===== src/rtl/ripple_ctrl_pkg.sv =====
// Shared definitions for the ripple counter sequencer: FSM states,
// command opcodes, clear duration and the shared down-counter width.
package ripple_ctrl_pkg;

   typedef enum logic [2:0] {
      S_INIT,
      S_IDLE,
      S_CLR,
      S_PHI,
      S_PLO,
      S_SETTLE,
      S_RESP
   } state_t;

   localparam logic OP_COUNT   = 1'b0;
   localparam logic OP_CLEAR   = 1'b1;
   localparam int   CLR_CYCLES = 2;

   // One down-counter serves both the pulse count and the settle wait, so
   // it must hold the larger of a full command count and the settle length.
   function automatic int cnt_width(input int width, input int settle);
      int sw;
      sw = $clog2(settle + 1);
      return (width > sw) ? width : sw;
   endfunction

endpackage


===== src/rtl/ripple_cnt_seq.sv =====
// Sequencer for an asynchronous ripple up-counter. Issues registered
// increment pulses and clears, waits for the ripple to settle, samples the
// counter and compares it against a shadow count of what it should hold.
module ripple_cnt_seq
   import ripple_ctrl_pkg::*;
#(
   parameter int WIDTH  = 4,
   parameter int SETTLE = 3
) (
   input  logic             clk,
   input  logic             rst_n,
   input  logic             cmd_valid,
   output logic             cmd_ready,
   input  logic             cmd_op,
   input  logic [WIDTH-1:0] cmd_n,
   output logic             cnt_pulse,
   output logic             cnt_rst,
   input  logic [WIDTH-1:0] cnt_q,
   output logic             rsp_valid,
   input  logic             rsp_ready,
   output logic [WIDTH-1:0] rsp_value,
   output logic             rsp_err
);

   localparam int CW = cnt_width(WIDTH, SETTLE);

   state_t           state;
   logic [CW-1:0]    rem;       // pulses left, clear cycles left, or settle cycles left
   logic [WIDTH-1:0] exp_cnt;   // shadow of what the ripple counter should hold
   logic [WIDTH-1:0] target;    // expected counter value for the command in flight

   // Single FSM: every output is a flop, set on the transition into the
   // state that owns it, so cnt_pulse/cnt_rst never glitch.
   always_ff @(posedge clk or negedge rst_n) begin
      if (!rst_n) begin
         state     <= S_INIT;
         cnt_rst   <= 1'b1;
         cnt_pulse <= 1'b0;
         cmd_ready <= 1'b0;
         rsp_valid <= 1'b0;
         rsp_err   <= 1'b0;
         rsp_value <= '0;
         exp_cnt   <= '0;
         target    <= '0;
         rem       <= '0;
      end else begin
         case (state)
            S_INIT: begin
               state     <= S_IDLE;
               cnt_rst   <= 1'b0;
               cmd_ready <= 1'b1;
               exp_cnt   <= '0;
            end

            S_IDLE: begin
               if (cmd_valid) begin
                  cmd_ready <= 1'b0;
                  if (cmd_op == OP_CLEAR) begin
                     state   <= S_CLR;
                     cnt_rst <= 1'b1;
                     rem     <= CW'(CLR_CYCLES - 1);
                     target  <= '0;
                  end else begin
                     target <= exp_cnt + cmd_n;
                     if (cmd_n != '0) begin
                        state     <= S_PHI;
                        cnt_pulse <= 1'b1;
                        rem       <= CW'(cmd_n);
                     end else begin
                        state <= S_SETTLE;
                        rem   <= CW'(SETTLE - 1);
                     end
                  end
               end
            end

            S_CLR: begin
               exp_cnt <= '0;
               if (rem == '0) begin
                  state   <= S_SETTLE;
                  cnt_rst <= 1'b0;
                  rem     <= CW'(SETTLE - 1);
               end else begin
                  rem <= rem - 1'b1;
               end
            end

            S_PHI: begin
               state     <= S_PLO;
               cnt_pulse <= 1'b0;
            end

            S_PLO: begin
               if (rem > CW'(1)) begin
                  state     <= S_PHI;
                  cnt_pulse <= 1'b1;
                  rem       <= rem - 1'b1;
               end else begin
                  state <= S_SETTLE;
                  rem   <= CW'(SETTLE - 1);
               end
            end

            S_SETTLE: begin
               if (rem == '0) begin
                  // Only this sample of cnt_q is trusted; on a mismatch the
                  // shadow adopts the hardware value so later checks resync.
                  state     <= S_RESP;
                  rsp_valid <= 1'b1;
                  rsp_value <= cnt_q;
                  rsp_err   <= (cnt_q != target);
                  exp_cnt   <= (cnt_q == target) ? target : cnt_q;
               end else begin
                  rem <= rem - 1'b1;
               end
            end

            S_RESP: begin
               if (rsp_ready) begin
                  state     <= S_IDLE;
                  rsp_valid <= 1'b0;
                  cmd_ready <= 1'b1;
               end
            end

            default: begin
               state     <= S_INIT;
               cnt_rst   <= 1'b1;
               cnt_pulse <= 1'b0;
               cmd_ready <= 1'b0;
               rsp_valid <= 1'b0;
            end
         endcase
      end
   end

endmodule


===== config.mk =====
export PLATFORM = sky130hd
export DESIGN_NAME = ripple_cnt_seq
export DESIGN_NICKNAME = d
export VERILOG_FILES = /design/src/rtl/ripple_ctrl_pkg.sv /design/src/rtl/ripple_cnt_seq.sv
export SDC_FILE = /design/constraint.sdc
export NUM_CORES = 1
export LEC_CHECK = 0
export BUFFER_PORTS_ARGS = -buffer_cell sky130_fd_sc_hd__buf_2
export CORE_MARGIN = 2
export CORE_UTILIZATION = 40
export CTS_BUF_LIST = sky130_fd_sc_hd__clkbuf_8
export DETAILED_ROUTE_END_ITERATION = 7
export GPL_TIMING_DRIVEN = 0
export PLACE_DENSITY = 0.63
export SLEW_MARGIN = 0
export SYNTH_ARGS = -nofsm -noshare
export SYNTH_HDL_FRONTEND = slang
export SYNTH_SLANG_ARGS = --single-unit

===== constraint.sdc =====
create_clock -name clk -period 2 [get_ports clk]
set_clock_uncertainty 0.2 [all_clocks]
set_input_delay 0.4 -clock clk [delete_from_list [all_inputs] [get_ports clk]]
set_output_delay 0.4 -clock clk [all_outputs]
set_load 0.005 [all_outputs]

==> impl_metrics.toml <==
[status]
status = "completed"

[route]
drt_first_pass_iters = 4
first_iter_violations = 79
drc = 0
wl_per_cell_um = 16.0
ant_nets = 0
routed_via_density = 5.72
wl_mm = 3.87
num_vias = 1378

[critical_path]
end_kind = "flop"
cp_data_required_time_ns = 1.96
regToRegSetupSlack_ns = 0.06
critPathKind = "flop to flop"
path_max_fanout = 4
cp-start-kind = "flop"
startpoint = "rem[0]$_DFFE_PN0P_"
cp.arrival_ns = 1.91
r2r-start = "rem[0]$_DFFE_PN0P_"

[floorplan]
start_util_pct = 42.3
coreArea_um2 = 3740
core.rowCount = 22
io_pins = 22
die_area_um2 = 4480
die_y_um = 66.9
die_w_um = 66.9

[sta]
whs_ns = 0.197
period_minus_slack_ns = 1.94
slew_violations = 0
finalSetupViolCount = 0
fin_tns_setup_ns = 0
fin_crit_sh_pct = 97.2
relSlewSlack_pct = 59.0
final_hold_viol_count = 0
fmax_mhz = 514
tightest_slew_ns = 0.610

[cts]
cts.sinks = 24
cts-buffers-inserted = 3
clk_pin_slew_ns = 0.09
tritoncts = "built"
cts_buffer_depth = 2
cts_root_buf = "clkbuf_8"
h-tree-depth = 1
clk-insertion-delay-late_ns = 0.27

[pwr]
total_power_uw = 3040
power.share.clock_pct = 14.4
powerDensity_nw_per_um2 = 1550
leakagePower_uw = 0.000858
p_sw_share_pct = 41.0
switching_power_uw = 1240
p_int_uw = 1790
p_comb_share_pct = 57.7
pwr-share-seq_pct = 28.0
peakVddDrop_mv = 0.695

[synth]
synthArstFlopShare_pct = 100
syn_area_um2 = 1580
synth_top_cell_by_area = "dfrtp_1"
yosys_most_used_dff = "dfrtp_1"
synth.top_cell.area_share_pct = 36.4
avgSynthCellArea_um2 = 9.95
syn_inst = 159
synth.distinct_cells = 50
ys_seq_area_share_pct = 38.0
synth_edf_count = 0
synth_seq_cells = 24
yosys-top-cells-count = "dfrtp_1, nand2_1, nor2_1"
synth.net_count = 180
yosysWarnings = 0
yosysMostFrequentCell = "dfrtp_1"
synth_area_leaders = "dfrtp_1, ha_1, mux2_2, nand2_1, xor2_1"

[finish]
finalNonFillerCells = 241
drive_gt1_share_pct = 34.7
nNetsFinal = 215
diodes = 0
fillers = 356
area_growth_pct = 24.0

[worst_hold_path]
min_from = "cnt_q[1]"
hold_class = "primary input to flop"

[global_routing]
grt-ovfl-total = 0
antenna_found_initial = 0
grt_pass1_vias = 1341
grt_max_degree = 25
grt_pass1_wl_mm = 6.35
grt_usage_pct = 18.5

[place]
gp_congestion = 0.938
hpwl_mm = 2.75
place_inst = 227
port_buffers = 20

[run]
maxCapViolCount = 0
## stage by stage
step | instance area, um^2 | util [%] | setup slack (ns)
after CTS | 1880 | 50.3 | 0.0119
after floorplan | 1580 | - | 0.00851
after global routing | 1960 | 52.4 | -0.0346
final | 1960 | 52.4 | 0.0553
after global placement | 1740 | 46.6 | -0.166
after detailed placement | 1740 | 46.6 | -0.235
## path summary, 6_finish.rpt
check / endpoint / cells past startpoint
min: exp_cnt[1]$_DFFE_PN0P_ / 2
min in group asynchronous: rsp_valid$_DFFE_PN0P_ / 2
max in group asynchronous: state[2]$_DFFE_PN0P_ / 2
min reg2reg: cmd_ready$_DFFE_PN0P_ / 1
max reg2reg: rem[1]$_DFFE_PN0P_ / 6
max: rem[1]$_DFFE_PN0P_ / 6
## flip-flops by register name, summed over array words and instances, names as in the netlist
| name | cells |
|---|---|
| exp_cnt | 4 |
| rem | 4 |
| rsp_value | 4 |
| target | 4 |
| state | 3 |
| cmd_ready | 1 |
| cnt_pulse | 1 |
| cnt_rst | 1 |
| rsp_err | 1 |
| rsp_valid | 1 |
## repair_timing
item	CTS	global route
hold buffers	1	0
setup endpoints to repair	8	7
hold endpoints to repair	23	0
pin swaps	1	4
gates resized for setup	5	10
buffers inserted	6	3
## power groups by stage
stage | registers (uW) | logic, uW | clock network (uW)
final | 849 | 1750 | 436
after global routing | 880 | 1920 | 462
after CTS | 843 | 1590 | 443
after detailed placement | 865 | 1460 | 0
after global placement | 851 | 1430 | 0
after floorplan | 845 | 1100 | 0
## cells in the final DEF (no fill, tap or decap), types with 2 or more instances in the layout
cell       netlist  final
a22o_1           4      4
nand2b_1         2      2
xor2_1           5      5
dfrtp_1         23     22
inv_2            1      3
a31oi_1          6      6
inv_1            6      4
ha_1             7      5
buf_6            3      3
a21oi_1          6      6
nor4_1           3      3
a21o_1           2      2
clkbuf_1         3      3
or4_4            2      2
nand4bb_1        2      2
a22oi_1          2      2
clkbuf_8         0      3
o21ai_0          5      5
buf_2            3     21
o211ai_1         2      2
nand2_1         15     15
nand3b_1         2      2
nor3_1           3      3
o21ai_1          2      2
nand3_1          4      4
o31ai_1          4      4
nor2_1          11     10
ha_4             0      2
xnor2_1          3      3
buf_4            0     10
mux2_2           5      5
## per-layer routing
metal	wire length, um	vias up	share of wire (%)	track usage, %
li1	-	662	-	-
met1	1710	673	44	24.1
met2	1970	41	51	32.9
met3	166	2	4.3	2.03
met4	22	0	0.57	3.83
met5	0	-	0	0
## worst max-delay path: stages, from the launching register on
cell	delay, ns
dfrtp_1	0.40
inv_2	0.10
ha_4	0.15
nor3b_4	0.25
a2bb2oi_2	0.20
and2_4	0.19
mux2_2	0.33
## cell type report
cell class / count / area (um^2) / area share (%)
clock buffer: 3 / 41.3 / 2.10
inverter: 7 / 26.3 / 1.34
timing repair buffer: 30 / 178 / 9.05
buffer: 9 / 65.1 / 3.31
tap: 48 / 60.1 / 3.06
clock inverter: 1 / 30.0 / 1.53
multi-input combinational: 119 / 960 / 48.9
sequential: 24 / 603 / 30.7
## cell families after synthesis
kind of cell    synth area share, %
fa+ha+maj                      6.80
xor+xnor                       4.43
flops                          38.0
buf+inv                        5.45
compound gates                 23.6
mux                            4.27
simple gates                   17.4
Power figures use the tool's default switching activity.
